[src/rtl/midi_sysid_pkg.sv]
// midi_sysid_pkg: shared types and constants for the system-ID arbiter.
`default_nettype none

package midi_sysid_pkg;

  typedef enum logic [1:0] {
    BOOT_ID = 2'd0,
    BOOT_TS = 2'd1,
    CHECK   = 2'd2,
    RUN     = 2'd3
  } sysid_state_t;

  localparam logic SYSID_ADDR_ID = 1'b0;
  localparam logic SYSID_ADDR_TS = 1'b1;

  localparam logic [31:0] DEFAULT_EXPECTED_ID = 32'd0;
  localparam logic [31:0] DEFAULT_EXPECTED_TS = 32'd1424903334;

endpackage

`default_nettype wire

[src/rtl/midi_rr_arbiter.sv]
// midi_rr_arbiter: N-way round-robin arbiter with one-hot grant and winner index.
`default_nettype none

module midi_rr_arbiter
  import midi_sysid_pkg::*;
#(
  parameter int N = 2
) (
  input  logic                 clock,
  input  logic                 reset,
  input  logic [N-1:0]         req,
  input  logic                 enable,
  output logic [N-1:0]         gnt,
  output logic                 granted,
  output logic [$clog2(N)-1:0] winner
);

  localparam int IW = $clog2(N);

  logic [IW-1:0] last_winner;
  logic          found;
  int            idx;

  // Search begins one past the previous winner so every requester gets a turn.
  always_comb begin
    found  = 1'b0;
    winner = '0;
    idx    = 0;
    for (int k = 1; k <= N; k++) begin
      idx = int'(last_winner) + k;
      if (idx >= N) idx = idx - N;
      if (!found && req[IW'(idx)]) begin
        found  = 1'b1;
        winner = IW'(idx);
      end
    end
  end

  assign granted = enable & found;
  assign gnt     = granted ? ({{(N-1){1'b0}}, 1'b1} << winner) : '0;

  always_ff @(posedge clock) begin
    if (reset) begin
      last_winner <= IW'(N - 1);
    end else if (granted) begin
      last_winner <= winner;
    end
  end

endmodule

`default_nettype wire

[src/rtl/midi_sysid_arbiter.sv]
// midi_sysid_arbiter: boot self-check of the system-ID slave, then round-robin requester reads.
// Optional periodic re-check enabled by defining MIDI_SYSID_RECHECK_EN.
`default_nettype none

module midi_sysid_arbiter
  import midi_sysid_pkg::*;
#(
  parameter int          NUM_REQ        = 2,
  parameter logic [31:0] EXPECTED_ID    = DEFAULT_EXPECTED_ID,
  parameter logic [31:0] EXPECTED_TS    = DEFAULT_EXPECTED_TS,
  parameter int          RECHECK_PERIOD = 1048576
) (
  input  logic               clock,
  input  logic               reset,
  input  logic [NUM_REQ-1:0] req,
  input  logic [NUM_REQ-1:0] req_addr,
  output logic [NUM_REQ-1:0] gnt,
  output logic               rsp_valid,
  output logic [2:0]         rsp_id,
  output logic [31:0]        rsp_data,
  output logic               sys_address,
  input  logic [31:0]        sys_readdata,
  output logic               boot_done,
  output logic               id_ok,
  output logic               id_fail
);

  localparam int IW = $clog2(NUM_REQ);

  sysid_state_t  state, state_nxt;
  logic [31:0]   id_q, ts_q;
  logic          run_en;
  logic          granted;
  logic [IW-1:0] win_idx;

  assign run_en = (state == RUN);

  midi_rr_arbiter #(.N(NUM_REQ)) u_arb (
    .clock   (clock),
    .reset   (reset),
    .req     (req),
    .enable  (run_en),
    .gnt     (gnt),
    .granted (granted),
    .winner  (win_idx)
  );

`ifdef MIDI_SYSID_RECHECK_EN
  localparam int CW = (RECHECK_PERIOD > 1) ? $clog2(RECHECK_PERIOD) : 1;

  logic [CW-1:0] recheck_cnt;
  logic          recheck_tick;

  // Counts RUN cycles only; the re-check reuses the boot read/compare states.
  assign recheck_tick = run_en && (recheck_cnt == CW'(RECHECK_PERIOD - 1));

  always_ff @(posedge clock) begin
    if (reset) begin
      recheck_cnt <= '0;
    end else if (run_en) begin
      recheck_cnt <= recheck_tick ? '0 : recheck_cnt + 1'b1;
    end
  end
`else
  logic unused_period;
  assign unused_period = ^RECHECK_PERIOD;
`endif

  always_comb begin
    state_nxt   = state;
    sys_address = SYSID_ADDR_ID;
    case (state)
      BOOT_ID: state_nxt = BOOT_TS;
      BOOT_TS: begin
        sys_address = SYSID_ADDR_TS;
        state_nxt   = CHECK;
      end
      CHECK:   state_nxt = RUN;
      RUN: begin
        if (granted) sys_address = req_addr[win_idx];
`ifdef MIDI_SYSID_RECHECK_EN
        if (recheck_tick) state_nxt = BOOT_ID;
`endif
      end
      default: state_nxt = BOOT_ID;
    endcase
  end

  always_ff @(posedge clock) begin
    if (reset) begin
      state     <= BOOT_ID;
      id_q      <= '0;
      ts_q      <= '0;
      boot_done <= 1'b0;
      id_ok     <= 1'b0;
      id_fail   <= 1'b0;
      rsp_valid <= 1'b0;
      rsp_id    <= '0;
      rsp_data  <= '0;
    end else begin
      state     <= state_nxt;
      rsp_valid <= granted;
      if (state == BOOT_ID) id_q <= sys_readdata;
      if (state == BOOT_TS) ts_q <= sys_readdata;
      if (state == CHECK) begin
        boot_done <= 1'b1;
        id_ok     <= (id_q == EXPECTED_ID) && (ts_q == EXPECTED_TS);
        id_fail   <= !((id_q == EXPECTED_ID) && (ts_q == EXPECTED_TS));
      end
      if (granted) begin
        rsp_id   <= 3'(win_idx);
        rsp_data <= sys_readdata;
      end
    end
  end

endmodule

`default_nettype wire
[config.mk]
export PLATFORM = sky130hd
export DESIGN_NAME = midi_sysid_arbiter
export DESIGN_NICKNAME = d
export VERILOG_FILES = /design/src/rtl/midi_sysid_pkg.sv /design/src/rtl/midi_rr_arbiter.sv /design/src/rtl/midi_sysid_arbiter.sv
export SDC_FILE = /design/constraint.sdc
export NUM_CORES = 1
export LEC_CHECK = 0
export CAP_MARGIN = 20
export CORE_ASPECT_RATIO = 1.2
export CORE_MARGIN = 10
export CORE_UTILIZATION = 45
export DETAILED_ROUTE_END_ITERATION = 8
export PLACE_DENSITY = 0.7
export SLEW_MARGIN = 20
export SYNTH_ARGS = -nofsm -noshare
export SYNTH_HDL_FRONTEND = slang
export SYNTH_SLANG_ARGS = --single-unit
[constraint.sdc]
create_clock -name clock -period 1.9 [get_ports clock]
set_input_delay 0.285 -clock clock [delete_from_list [all_inputs] [get_ports clock]]
set_output_delay 0.285 -clock clock [all_outputs]
set_load 0.01 [all_outputs]
==> summary.md <==
| Metric | Value |
|---|---|
| Status | `completed` |
| # diodes | `0` |
| Leakage | `0.001925 uW` |
| Most frequent cells in the layout | `102 x dfxtp_1, 74 x nor2_1, 72 x clkdlybuf4s50_1` |
| Sw Ratio | `28.64%` |
| Maximum vdd drop | `0.0005328 V` |
| DRT antenna net count | `0` |
| Drt initial violations | `87` |
| Postcts setup bufs | `0` |
| # IOs | `80` |
| CTS clk-pin slew, worst paths | `90 ps` |
| Setup Crit Path Kind | `register to primary output` |
| Final setup viols | `0` |
| Die area | `0.01275 mm2` |
| Setup_tns | `0 ps` |
| IO Port Bufs | `76` |
| Comb pwr share | `24.4%` |
| Cell row count | `37` |
| RSZ-0062 raised after global routing | `no` |
| Total power | `5330 uW` |
| WHS | `354.2 ps` |
| Fmax | `572.8 MHz` |
| Worst Path Max Fanout | `5` |
| Worst Skew | `11.16 ps` |
| Seq/Total Area, Yosys | `53.66%` |
| Warning count from the yosys run | `0` |
| Part of the power in registers | `49.3%` |
| FF-to-FF setup slack | `340 ps` |
| DP HPWL | `6.245 mm` |
| Gpl congestion | `0.7615` |
| Tot GR Track Use | `13.77%` |
| Via count | `2917` |
| CTS tree | `built` |
| WL met1 | `3.845 mm` |
| Starting Density | `45.55%` |
| Worst Tran Pin Value | `562.1 ps` |
| Clock Path Buffers | `2` |
| Critical path startpoint category | `register` |
| Synthesized instance count | `410` |
| Internal Power | `3803 uW` |
| Residual DRC | `0` |
| RR Startpoint | `state[0]` |
| CTS Hold Bufs | `0` |
| CTS Buf Count | `9` |
| Slew headroom | `62.53%` |
| Most common cell after layout, fill and taps aside | `dfxtp_1` |
| CP startpoint | `state[0]` |
| Arr. time, crit path | `1460 ps` |
| PwrDens | `1075 mW/mm2` |
| Root Driver | `clkbuf_8` |
| DR WL/cell | `14.52 um` |
| Netlist cell types | `28` |
| CP Capture Type | `primary output` |
| GRT overflow | `0` |
| Syn_area_per_cell | `9.463 um2` |
| Hold_sp | `reset` |
| H-tree depth | `3` |
| Slew Limit Fails | `0` |
| CORE AREA | `0.008518 mm2` |
| #FFs+latches synth | `104` |
| Cell Area, Synth | `0.003880 mm2` |
| Final wirelength | `8.683 mm` |
| Fraction of layout cells with a size suffix above 1 | `6.653%` |
| Data required, critical path | `1620 ps` |
| DR vias/cell | `4.878` |
| Clock Latency Late Sink | `360 ps` |
| Clk pwr share | `26.3%` |
| Min Tclk post-route | `1746 ps` |
| Post_cts resized | `5` |
| Hold Crit Class | `primary input to register` |
| Detail Route met2 WL | `4.374 mm` |
| Die W | `104.8 um` |
| Die height | `121.7 um` |
| Sink Count | `104` |
| DR pass1 iterations | `4` |
| Met3 wire len | `366 um` |
| Initial antenna violation count | `0` |
| Top Layer Used | `met4` |
| Largest net degree at the start of global routing | `45` |
| Sw Pwr | `1526 uW` |
| Layout area overhead | `27.73%` |
| Number of global-route vias before repair | `2959` |
| Nets | `519` |
| Hold Vio Cnt, Final | `0` |
| Final worst-path cycle share | `91.89%` |
| Max_cap viols | `0` |
| First-pass GRT wire length | `14.41 mm` |
-- stage by stage --
| stage | instance area, um2 | cells | setup WS [ps] | util, % |
|---|---|---|---|---|
| after floorplan | 3884 | 411 | 457.8 | - |
| after global placement | 4751 | 582 | 72.76 | 55.77 |
| after detailed placement | 4751 | 582 | 8.867 | 55.77 |
| after CTS | 4956 | 598 | 126.8 | 58.18 |
| after global routing | 4956 | 598 | 21.47 | 58.18 |
| final | 4956 | 598 | 154.1 | 58.18 |
-- layer usage --
layer | vias to the layer above | track usage (%)
li1 | 1494 | -
met3 | 10 | 3.803
met2 | 50 | 24.45
met1 | 1363 | 15.64
met5 | - | 0
met4 | 0 | 4.639
-- synthesized netlist by cell type (all sizes together) --
library cell	n	share of area [%]
and2	1	0.16
nand3	1	0.13
buf	17	2.2
dfxtp	104	54
a211oi	1	0.19
a21oi	33	4.3
and4b	1	0.26
a31o	1	0.23
nand4	3	0.48
nor3	1	0.13
mux2i	66	17
o21ai	2	0.26
nor3b	1	0.19
o21bai	1	0.19
nor4bb	2	0.52
conb	1	0.097
inv	3	0.29
clkbuf	11	1.1
nor2	74	7.2
and3	1	0.16
nor4b	6	1.7
ha	5	1.6
nand2	67	6.5
nor4	7	1.6
-- power by group through the flow --
stage,Sequential (uW),Combinational [uW],Clock [uW]
final,2630,1300,1400
after global routing,2660,1440,1530
after CTS,2630,1320,1440
after detailed placement,2670,1330,0
after global placement,2670,1290,0
after floorplan,2650,917,0
-- path summary, 6_finish.rpt --
check / end / cells past startpoint
setup / recovery: sys_address / 4
hold / removal: ts_q[27] / 2
setup reg to reg: id_fail / 6
hold reg to reg: rsp_data[28] / 2
-- cells by family (layout without fill, tap and decap cells) --
| family | after synthesis | after routing | share of synthesized area [%] |
|---|---|---|---|
| other | 1 | 2 | 0.09665 |
| and+or+nand+nor | 165 | 165 | 18.96 |
| adders and majority gates | 5 | 5 | 1.612 |
| DFF | 104 | 104 | 53.66 |
| muxes | 66 | 66 | 17.03 |
| buffers and inverters | 31 | 101 | 3.515 |
| AOI/OAI and AO/OA | 38 | 38 | 5.128 |
-- worst max-delay path: stages, from the launching register on --
cell	delay [ps]
dfxtp_2	380
ha_1	190
nand2_1	100
o21bai_1	160
dlygate4sd2_1	290
-- layout make-up --
cell class / instances / area [um2]
clock buffers: 11 / 151.4
clock inverters: 5 / 55.05
fillers: 779 / 3562
inverters: 3 / 11.26
multi-input cells: 276 / 1670
flip-flops and latches: 104 / 2085
well taps: 117 / 146.4
repair buffers: 82 / 837.1
-- flip-flops by register name (all words and copies together), names as in the netlist --
name,cells
rsp_id,1
ts_q,32
id_fail,1
id_ok,1
state,2
boot_done,1
rsp_valid,1
rsp_data,32
u_arb.last_winner,1
id_q,32
(Power assumes the default switching activity.)
